[config.mk]
export PLATFORM = sky130hd
export DESIGN_NAME = tx_keying_sequencer_flat
export DESIGN_NICKNAME = d
export VERILOG_FILES = /design/src/rtl/tx_keying_sequencer_if.sv /design/src/rtl/tx_keying_sequencer.sv /design/src/flat_wrapper.sv
export SDC_FILE = /design/constraint.sdc
export NUM_CORES = 1
export LEC_CHECK = 0
export BUFFER_PORTS_ARGS = -buffer_cell sky130_fd_sc_hd__buf_2
export CAP_MARGIN = 0
export CORE_UTILIZATION = 40
export DETAILED_ROUTE_END_ITERATION = 10
export PLACE_DENSITY = 0.61
export SLEW_MARGIN = 20
export SYNTH_ARGS = -nofsm -noshare
export SYNTH_HDL_FRONTEND = slang
export SYNTH_SLANG_ARGS = --single-unit
export TNS_END_PERCENT = 10
[constraint.sdc]
create_clock -name clk -period 4.5 [get_ports clk]
set_input_delay 0.45 -clock clk [delete_from_list [all_inputs] [get_ports clk]]
set_output_delay 0.45 -clock clk [all_outputs]
set_load 0.05 [all_outputs]
[src/rtl/tx_keying_sequencer_if.sv]
// Control/status bundle between host/keyer logic and the transmit keying sequencer.
interface tx_keying_sequencer_if;
    logic        ptt_req;
    logic        cw_key;
    logic [15:0] cw_level;
    logic [15:0] hang_time;
    logic        tx_fifo_empty;
    logic        clr_underrun;
    logic        relay_out;
    logic        tx_ptt;
    logic        cw_ptt;
    logic [15:0] cw_rf;
    logic        underrun;
    logic [2:0]  state;

    modport master (
        output ptt_req, cw_key, cw_level, hang_time, tx_fifo_empty, clr_underrun,
        input  relay_out, tx_ptt, cw_ptt, cw_rf, underrun, state
    );

    modport slave (
        input  ptt_req, cw_key, cw_level, hang_time, tx_fifo_empty, clr_underrun,
        output relay_out, tx_ptt, cw_ptt, cw_rf, underrun, state
    );
endinterface

[src/rtl/tx_keying_sequencer.sv]
// Transmit keying sequencer: arbitrates PTT/CW, sequences the T/R relay with guard
// delays, shapes the CW envelope and aborts SSB on a prolonged FIFO underrun.
module tx_keying_sequencer #(
    parameter int unsigned RELAY_DLY    = 3840,
    parameter int unsigned RAMP_DIV     = 60,
    parameter int unsigned RAMP_STEP    = 256,
    parameter int unsigned UNDERRUN_MAX = 4800
) (
    input  logic                 clk,
    input  logic                 reset,
    tx_keying_sequencer_if.slave bus
);
    localparam int unsigned CNT_W = 32;

    typedef enum logic [2:0] {
        IDLE         = 3'd0,
        RELAY_WAIT   = 3'd1,
        SSB_TX       = 3'd2,
        CW_RAMP_UP   = 3'd3,
        CW_ON        = 3'd4,
        CW_RAMP_DOWN = 3'd5,
        CW_HANG      = 3'd6,
        RELEASE      = 3'd7
    } state_t;

    state_t             state_q, state_d;
    logic [CNT_W-1:0]   cnt_q, cnt_d;
    logic [CNT_W-1:0]   div_q, div_d;
    logic [CNT_W-1:0]   ucnt_q, ucnt_d;
    logic [15:0]        cw_rf_q, cw_rf_d;
    logic               mode_cw_q, mode_cw_d;
    logic               lockout_q, lockout_d;
    logic               underrun_q, underrun_d;
    logic               relay_q, tx_ptt_q, cw_ptt_q;

    logic [CNT_W-1:0]   cnt_inc;
    logic [CNT_W-1:0]   hang_lim;
    logic [16:0]        up_sum;
    logic               step_due;
    logic               set_underrun;

    assign cnt_inc  = cnt_q + CNT_W'(1);
    assign hang_lim = CNT_W'({bus.hang_time, 10'b0});
    assign up_sum   = 17'(cw_rf_q) + 17'(RAMP_STEP);
    assign step_due = (div_q == CNT_W'(RAMP_DIV - 1));

    // State and datapath registers; gate outputs are registered from the next state.
    always_ff @(posedge clk or posedge reset) begin
        if (reset) begin
            state_q    <= IDLE;
            cnt_q      <= '0;
            div_q      <= '0;
            ucnt_q     <= '0;
            cw_rf_q    <= '0;
            mode_cw_q  <= 1'b0;
            lockout_q  <= 1'b0;
            underrun_q <= 1'b0;
            relay_q    <= 1'b0;
            tx_ptt_q   <= 1'b0;
            cw_ptt_q   <= 1'b0;
        end else begin
            state_q    <= state_d;
            cnt_q      <= cnt_d;
            div_q      <= div_d;
            ucnt_q     <= ucnt_d;
            cw_rf_q    <= cw_rf_d;
            mode_cw_q  <= mode_cw_d;
            lockout_q  <= lockout_d;
            underrun_q <= underrun_d;
            relay_q    <= (state_d != IDLE);
            tx_ptt_q   <= (state_d inside {SSB_TX, CW_RAMP_UP, CW_ON, CW_RAMP_DOWN, CW_HANG});
            cw_ptt_q   <= (state_d inside {CW_RAMP_UP, CW_ON, CW_RAMP_DOWN, CW_HANG});
        end
    end

    // Next-state and datapath update.
    always_comb begin
        state_d      = state_q;
        cnt_d        = cnt_q;
        div_d        = div_q;
        ucnt_d       = '0;
        cw_rf_d      = cw_rf_q;
        mode_cw_d    = mode_cw_q;
        lockout_d    = lockout_q;
        set_underrun = 1'b0;

        unique case (state_q)
            IDLE: begin
                cnt_d = '0;
                if (bus.cw_key) begin
                    state_d   = RELAY_WAIT;
                    mode_cw_d = 1'b1;
                end else if (bus.ptt_req && !lockout_q) begin
                    state_d   = RELAY_WAIT;
                    mode_cw_d = 1'b0;
                end
                if (!bus.ptt_req) lockout_d = 1'b0;
            end
            RELAY_WAIT: begin
                div_d = '0;
                if (cnt_q == CNT_W'(RELAY_DLY - 1)) begin
                    cnt_d = '0;
                    if (mode_cw_q) state_d = bus.cw_key  ? CW_RAMP_UP : CW_HANG;
                    else           state_d = bus.ptt_req ? SSB_TX     : RELEASE;
                end else begin
                    cnt_d = cnt_inc;
                end
            end
            SSB_TX: begin
                if (!bus.ptt_req) begin
                    state_d = RELEASE;
                    cnt_d   = '0;
                end else if (bus.tx_fifo_empty) begin
                    if (ucnt_q == CNT_W'(UNDERRUN_MAX - 1)) begin
                        set_underrun = 1'b1;
                        lockout_d    = 1'b1;
                        state_d      = RELEASE;
                        cnt_d        = '0;
                    end else begin
                        ucnt_d = ucnt_q + CNT_W'(1);
                    end
                end
            end
            CW_RAMP_UP: begin
                if (!bus.cw_key) begin
                    state_d = CW_RAMP_DOWN;
                    div_d   = '0;
                end else if (cw_rf_q >= bus.cw_level) begin
                    cw_rf_d = bus.cw_level;
                    state_d = CW_ON;
                end else if (step_due) begin
                    div_d = '0;
                    if (up_sum >= {1'b0, bus.cw_level}) begin
                        cw_rf_d = bus.cw_level;
                        state_d = CW_ON;
                    end else begin
                        cw_rf_d = up_sum[15:0];
                    end
                end else begin
                    div_d = div_q + CNT_W'(1);
                end
            end
            CW_ON: begin
                if (!bus.cw_key) begin
                    state_d = CW_RAMP_DOWN;
                    div_d   = '0;
                end else begin
                    cw_rf_d = bus.cw_level;
                end
            end
            CW_RAMP_DOWN: begin
                if (bus.cw_key) begin
                    state_d = CW_RAMP_UP;
                    div_d   = '0;
                end else if (cw_rf_q == 16'd0) begin
                    state_d = CW_HANG;
                    cnt_d   = '0;
                end else if (step_due) begin
                    div_d = '0;
                    if (cw_rf_q <= 16'(RAMP_STEP)) begin
                        cw_rf_d = '0;
                        state_d = CW_HANG;
                        cnt_d   = '0;
                    end else begin
                        cw_rf_d = cw_rf_q - 16'(RAMP_STEP);
                    end
                end else begin
                    div_d = div_q + CNT_W'(1);
                end
            end
            CW_HANG: begin
                if (bus.cw_key) begin
                    state_d = CW_RAMP_UP;
                    div_d   = '0;
                    cnt_d   = '0;
                    cw_rf_d = '0;
                end else if (cnt_inc >= hang_lim) begin
                    state_d = RELEASE;
                    cnt_d   = '0;
                end else begin
                    cnt_d = cnt_inc;
                end
            end
            RELEASE: begin
                if (cnt_q == CNT_W'(RELAY_DLY - 1)) begin
                    state_d = IDLE;
                    cnt_d   = '0;
                end else begin
                    cnt_d = cnt_inc;
                end
            end
            default: state_d = IDLE;
        endcase

        // Envelope is only live while ramping or keyed on.
        if (!(state_d inside {CW_RAMP_UP, CW_ON, CW_RAMP_DOWN})) cw_rf_d = '0;

        // A same-cycle set wins over clear.
        underrun_d = set_underrun | (underrun_q & ~bus.clr_underrun);
    end

    assign bus.relay_out = relay_q;
    assign bus.tx_ptt    = tx_ptt_q;
    assign bus.cw_ptt    = cw_ptt_q;
    assign bus.cw_rf     = cw_rf_q;
    assign bus.underrun  = underrun_q;
    assign bus.state     = state_q;
endmodule

[src/flat_wrapper.sv]
// flat-port wrapper written by rule: the top's interface ports become plain ports
module tx_keying_sequencer_flat 
#(
    parameter int unsigned RELAY_DLY    = 3840,
    parameter int unsigned RAMP_DIV     = 60,
    parameter int unsigned RAMP_STEP    = 256,
    parameter int unsigned UNDERRUN_MAX = 4800
)
  (clk, reset, bus_ptt_req, bus_cw_key, bus_cw_level, bus_hang_time, bus_tx_fifo_empty, bus_clr_underrun, bus_relay_out, bus_tx_ptt, bus_cw_ptt, bus_cw_rf, bus_underrun, bus_state);
  tx_keying_sequencer_if bus_i ();
  input  logic clk;
  input  logic reset;
  input wire logic [$bits(bus_i.ptt_req)-1:0] bus_ptt_req;
  input wire logic [$bits(bus_i.cw_key)-1:0] bus_cw_key;
  input wire logic [$bits(bus_i.cw_level)-1:0] bus_cw_level;
  input wire logic [$bits(bus_i.hang_time)-1:0] bus_hang_time;
  input wire logic [$bits(bus_i.tx_fifo_empty)-1:0] bus_tx_fifo_empty;
  input wire logic [$bits(bus_i.clr_underrun)-1:0] bus_clr_underrun;
  output wire logic [$bits(bus_i.relay_out)-1:0] bus_relay_out;
  output wire logic [$bits(bus_i.tx_ptt)-1:0] bus_tx_ptt;
  output wire logic [$bits(bus_i.cw_ptt)-1:0] bus_cw_ptt;
  output wire logic [$bits(bus_i.cw_rf)-1:0] bus_cw_rf;
  output wire logic [$bits(bus_i.underrun)-1:0] bus_underrun;
  output wire logic [$bits(bus_i.state)-1:0] bus_state;
  assign bus_i.ptt_req = bus_ptt_req;
  assign bus_i.cw_key = bus_cw_key;
  assign bus_i.cw_level = bus_cw_level;
  assign bus_i.hang_time = bus_hang_time;
  assign bus_i.tx_fifo_empty = bus_tx_fifo_empty;
  assign bus_i.clr_underrun = bus_clr_underrun;
  assign bus_relay_out = bus_i.relay_out;
  assign bus_tx_ptt = bus_i.tx_ptt;
  assign bus_cw_ptt = bus_i.cw_ptt;
  assign bus_cw_rf = bus_i.cw_rf;
  assign bus_underrun = bus_i.underrun;
  assign bus_state = bus_i.state;
  tx_keying_sequencer #(.RELAY_DLY(RELAY_DLY), .RAMP_DIV(RAMP_DIV), .RAMP_STEP(RAMP_STEP), .UNDERRUN_MAX(UNDERRUN_MAX)) u_core (.clk(clk), .reset(reset), .bus(bus_i));
endmodule
---- Word-level counts from Yosys, hierarchy flattened ----
Index checks and enable logic that the tools add are counted.
operators by class
  add/sub/neg operators ................... 5
  $lt $le $gt $ge ......................... 4
  equal/unequal tests ..................... 36
  muxes and demuxes ....................... 68
  bitwise logic cells ..................... 3
  reductions and logical operators ........ 18
operators by type and width
  operator                                               number
  2-to-1 mux 32 bit                                      21
  case mux 32 bit (5 select lines)                       2
  2-to-1 mux 16 bit                                      11
  adder 32 x 1 -> 32 bit, second input constant          3
  case mux 16 bit (4 select lines)                       1
  2-to-1 mux 3 bit                                       21
  equality test 32 x 12 -> 1 bit, second input constant  1
  equality test 32 x 13 -> 1 bit, second input constant  1
  equality test 32 x 6 -> 1 bit, second input constant   1
  >= comparator 32 x 26 -> 1 bit                         1
  inequality test 3 bit, second input constant           8
  case mux 3 bit (8 select lines)                        1
  equality test 3 bit, second input constant             7
  adder 16 x 9 -> 17 bit, second input constant          1
  >= comparator 17 x 16 -> 1 bit                         1
  >= comparator 16 bit                                   1
  <= comparator 16 x 9 -> 1 bit, second input constant   1
  zero test 16 bit                                       1
  subtractor 16 x 9 -> 16 bit, second input constant     1
  nonzero test 5 bit                                     3
  equality test 3 x 2 -> 1 bit, second input constant    4
  inequality test 2 bit, second input constant           6
  2-to-1 mux 1 bit                                       10
  AND reduction 5 bit                                    2
  20 further kinds                                       24
word-level totals
  bits in registers ....................... 121
  input bits .............................. 38
  output and inout port bits .............. 23
  word-level logic and storage cells ...... 145

---- Longest topological paths before layout ----
  depth in word-level cells ............... 11
  depth in mapped cells ................... 20
  gate-level depth less buffers ........... 16

---- Worst setup path before layout ----
Ideal clock, no wire load.
  kind .................................... reg2reg
  start ................................... register u_core.cnt_q[15]
  end ..................................... register u_core.cnt_q[25]
  setup time .............................. 0.147 ns
  arrival time ............................ 3.840 ns
  data required time ...................... 4.353 ns
  path slack .............................. 0.513 ns
  stages on the path, launching flop included .. 19
  path buffers ............................ 3
  period minus slack after synthesis ...... 3.987 ns
  path through ............................ dfrtp_1 -> clkbuf_1 -> nand4_1 -> nor3_1 -> and3_1 -> clkbuf_1 -> nand3_1 -> xnor2_1 -> ha_1 -> nand2_1 -> nor4_1 -> nand2_1 -> a2111oi_0 -> nor4_2 -> nand4b_1 -> nand2_1 -> buf_2 -> a31oi_1 -> a31oi_1
on the way
  cells in the longest elaborated chain, start to end .. 5
  elaborated cells on any way between the ends .. 7
  classes of those cells .................. add/sub (1); order compare (1); eq/ne (1); mux (4)
ends and longest elaborated chain
  element                               line                        text
  from (decl)                           tx_keying_sequencer.sv:27   logic [CNT_W-1:0] cnt_q, cnt_d;
  from (signal assigned)                tx_keying_sequencer.sv:63   cnt_q <= cnt_d;
  adder 32 x 1 -> 32 bit                tx_keying_sequencer.sv:42   assign cnt_inc = cnt_q + CNT_W'(1);
  >= comparator 32 x 26 -> 1 bit        tx_keying_sequencer.sv:177  end else if (cnt_inc >= hang_lim) begin
  2-to-1 mux 32 bit                     tx_keying_sequencer.sv:177
  2-to-1 mux 32 bit                     tx_keying_sequencer.sv:172  if (bus.cw_key) begin
  case mux 32 bit (5 select lines) (*)  tx_keying_sequencer.sv:87   unique case (state_q)
Every way passes the cells marked *; elsewhere a longest branch is shown, timed or not.
A chain may end at the register's enable or synchronous reset.

---- Final worst setup path ----
  start ................................... register u_core.cnt_q[0]
  end ..................................... register u_core.cw_rf_q[8], in the netlist u_core.bus.cw_rf[8]
on the way
  cells in the longest elaborated chain, start to end .. 9
  elaborated cells on any way between the ends .. 22
  classes of those cells .................. add/sub (1); order compare (1); eq/ne (12); mux (6); reduce/logical (2)
ends and longest elaborated chain
  element                                                                     line                        text
  adder 32 x 1 -> 32 bit                                                      tx_keying_sequencer.sv:42
  >= comparator 32 x 26 -> 1 bit                                              tx_keying_sequencer.sv:177
  2-to-1 mux 3 bit                                                            tx_keying_sequencer.sv:177
  2-to-1 mux 3 bit                                                            tx_keying_sequencer.sv:172
  case mux 3 bit (8 select lines) (*)                                         tx_keying_sequencer.sv:87
  equality test 3 x 2 -> 1 bit / equality test 3 bit (equally long branches)  tx_keying_sequencer.sv:196  if (!(state_d inside {CW_RAMP_UP, CW_ON, CW_RAMP_DOWN})) cw_rf_d = '0;
  nonzero test 3 bit (*)                                                      tx_keying_sequencer.sv:196
  inequality test 5 bit (no source line), or another cell as far along        --
  AND reduction 8 bit (no source line)                                        --
  to (signal assigned)                                                        tx_keying_sequencer.sv:66   cw_rf_q <= cw_rf_d;
  to (decl)                                                                   tx_keying_sequencer.sv:30   logic [15:0] cw_rf_q, cw_rf_d;
Marked as above.

==> results_dict.tcl <==
set metrics [dict create \
    syn_to_final_growth_pct 16.4 \
    overflow 0 \
    reg2regPathDepth 16 \
    nets 1173 \
    finalPower_uw 4910 \
    finalNonFillerCells 1371 \
    dp_hpwl_um 15100 \
    maxSlewHeadroom 0.365 \
    synth_nets 1103 \
    ys_seq_area_frac 0.358 \
    synth_warnings 0 \
    portBuffers 60 \
    critPathMaxFanout 11 \
    grt_pass1_wl_um 37000 \
    async_reset_ff_frac 1.00 \
    gp_congestion 0.902 \
    synth_edf_count 0 \
    clock_path_buffers 2 \
    root_buffer "clkbuf_16" \
    top_layer "met5" \
    fin_skew_ps 13.8 \
    syn_inst 1018 \
    synthesis.area_mm2 0.00846 \
    startpoint_type "flop" \
    viasPerCell 5.59 \
    finalHoldViolCount 0 \
    rsz0062_at_grt "no" \
    wl_met1_um 10700 \
    max_clock_freq_ghz 0.243 \
    postSynthAreaPerCell_um2 8.31 \
    dpl.cell_count 1333 \
    dr_wl_met3_um 676 \
    p_leak_uw 0.00440 \
    dominantRegCellSynth "dfrtp_1" \
    slew_viol_final 0 \
    cp.arrival_ps 4410 \
    cp.required_ps 4800 \
    ys_ff_latch 121 \
    setup_viol 0 \
    worstSetupPathType "reg2reg" \
    dr.first_iter.drc_count 554 \
    tightest_slew_ps 943 \
    hold_class "in2async" \
    ctsHtreeMaxLevel 4 \
    wl_um 21900 \
    cts.sinks 121 \
    slowest_stage "or4_1" \
    power_density_mw_per_mm2 498 \
    grt_pass1_vias 7404 \
    max_cap_viol_count 0 \
    crit_chain "nand4_1 > or4_1 > buf_4 > or2_2 > xnor2_1 > ha_1 > nand2_1 > o21ai_0 > a22oi_1 > o2111ai_1 > a21oi_2 > a211oi_1 > or3_4 > a31oi_4 > buf_4 > a21oi_1" \
    coreArea_mm2 0.0205 \
    rows 52 \
    drt_pre_antenna_iters 5 \
    synthDistinctLibCells 75 \
    worstSetupEndpointType "flop" \
    fp.dieH_um 147 \
    routedWlPerCell_um 16.0 \
    ant_nets 0 \
    grt_antenna_before_repair 1 \
    ir_drop_mv 0.380 \
    final_layout_size_suffix_gt1_frac 0.160 \
    drc_errors 0 \
    grtUsageTotal 0.209 \
    cts_buffers 17 \
    boundaryPins 61 \
    clkLatencyLatePin_ps 430 \
    grt_max_degree 66 \
    vias 7669 \
    worst_path_most_repeated_cell "buf_4" \
    period_share 0.913 \
    cts_tree "done" \
    slowest_delay_ps 510 \
    initial_utilization 0.413 \
    clk_pin_slew_ps 60 \
    antenna_cells 0 \
    dieArea_mm2 0.0217 \
    die_w_um 147 \
    status "finished clean" \
    met2WireLength_um 10300 \
    fin_crit_ps 4110 \
    finalSetupTns_ps 0 \
]
sequential cells by signal, summed over array words and instances (netlist names):
name and count:
u_core.bus.state 3, u_core.bus.relay_out 1, u_core.bus.cw_rf 16, u_core.mode_cw_q 1, u_core.lockout_q 1, u_core.cnt_q 32, u_core.ucnt_q 32, u_core.bus.underrun 1
u_core.div_q 32, u_core.bus.tx_ptt 1, u_core.bus.cw_ptt 1
stage by stage:
stage                     area, µm²  utilization  worst slack, ps  hold WS [ps]
after floorplan                8460            -              513           449
after global placement         9150        0.446             65.2           472
after detailed placement       9150        0.446             51.1           479
after CTS                      9770        0.477             20.2           222
after global routing           9850        0.481             43.2           264
final                          9850        0.481              391           185
synth_stat cells, types with 5 or more instances:
library cell / instances / area share
a211oi_1: 9 / 0.0080
a21o_1: 6 / 0.0053
a21oi_1: 55 / 0.033
a21oi_2: 5 / 0.0052
a22o_1: 12 / 0.012
a31oi_1: 23 / 0.017
and2_1: 12 / 0.0089
and3_1: 26 / 0.019
and4_1: 9 / 0.0093
buf_2: 11 / 0.0065
clkbuf_1: 37 / 0.016
dfrtp_1: 121 / 0.36
ha_1: 47 / 0.069
inv_1: 49 / 0.022
mux2i_1: 8 / 0.0095
nand2_1: 98 / 0.043
nand2b_1: 15 / 0.011
nand3_1: 59 / 0.035
nand4_1: 30 / 0.022
nor2_1: 95 / 0.042
nor2b_1: 8 / 0.0059
nor3_1: 17 / 0.010
nor4_1: 21 / 0.016
o211ai_1: 6 / 0.0053
o21a_1: 5 / 0.0044
o21ai_0: 75 / 0.044
o31ai_1: 10 / 0.0089
o41ai_1: 6 / 0.0062
or2_2: 5 / 0.0037
or3_1: 10 / 0.0074
or4_1: 5 / 0.0044
xnor2_1: 29 / 0.030
xor2_1: 28 / 0.029
final cells by class:
cell class | instances | area, µm²
multi-input combinational | 794 | 5040
clock inverter | 13 | 166
clock buffer | 19 | 453
timing repair buffer | 105 | 638
inverter | 49 | 186
sequential | 121 | 3030
fill | 1986 | 10600
tap | 270 | 338
critical path, delay by kind of cell, from the launching register on:
kind	cells	cell delay (ps)
xor+xnor	1	130
buf+inv	2	470
simple gates	5	1550
flops	1	440
fa+ha+maj	1	290
compound gates	7	1100
worst paths after layout:
check	end	slack, ps	start
setup / recovery	u_core.bus.cw_rf[8]	390	u_core.cnt_q[0]
hold / removal	u_core.ucnt_q[31]	190	reset
setup reg to reg	u_core.bus.cw_rf[8]	390	u_core.cnt_q[0]
hold reg to reg	u_core.ucnt_q[0]	490	u_core.ucnt_q[0]
max in group asynchronous	u_core.cnt_q[20]	3370	reset
min in group clk	u_core.bus.underrun	270	bus_clr_underrun
routing by layer:
metal	GRT usage	vias to the layer above
met5	0	-
met4	0.0691	2
met3	0.0312	26
met2	0.336	156
met1	0.289	3645
li1	-	3840
kinds of logic (layout without fill, tap and decap cells):
logic type / count (synthesis) / count (layout) / share of synthesized area
xor+xnor: 57 / 57 / 0.0590
flops: 121 / 121 / 0.358
mux: 8 / 8 / 0.00946
buf+inv: 103 / 186 / 0.0513
simple gates: 433 / 433 / 0.262
fa+ha+maj: 47 / 47 / 0.0695
compound gates: 249 / 249 / 0.191
where the power goes:
group / internal, µW / switching, µW / leakage (µW)
sequential: 1170 / 132 / 0.00167
clock: 903 / 536 / 0.000296
combinational: 721 / 1440 / 0.00243
repair_timing:
item,in CTS,in global routing
hold buffers,0,0
setup endpoints to repair,0,52
buffers inserted,0,6
resized for setup,0,8
placed cells by master (no fill, tap or decap), types with 8 or more instances in the layout:
| cell type | synthesis | final |
|---|---|---|
| nand4_1 | 30 | 30 |
| dfrtp_1 | 121 | 121 |
| nand2b_1 | 15 | 15 |
| and2_1 | 12 | 12 |
| a31oi_1 | 23 | 23 |
| a211oi_1 | 9 | 9 |
| a22o_1 | 12 | 12 |
| nand3_1 | 59 | 59 |
| a21oi_1 | 55 | 54 |
| ha_1 | 47 | 47 |
| or3_1 | 10 | 9 |
| nor4_1 | 21 | 20 |
| inv_1 | 49 | 48 |
| clkbuf_16 | 0 | 17 |
| nor2_1 | 95 | 94 |
| xor2_1 | 28 | 28 |
| and4_1 | 9 | 9 |
| mux2i_1 | 8 | 8 |
| nand2_1 | 98 | 98 |
| o21ai_0 | 75 | 75 |
| buf_2 | 11 | 60 |
| nor2b_1 | 8 | 8 |
| nor3_1 | 17 | 17 |
| o31ai_1 | 10 | 10 |
| xnor2_1 | 29 | 29 |
| and3_1 | 26 | 26 |
| buf_4 | 0 | 45 |
Note: power is estimated with default switching activity, not from simulation.
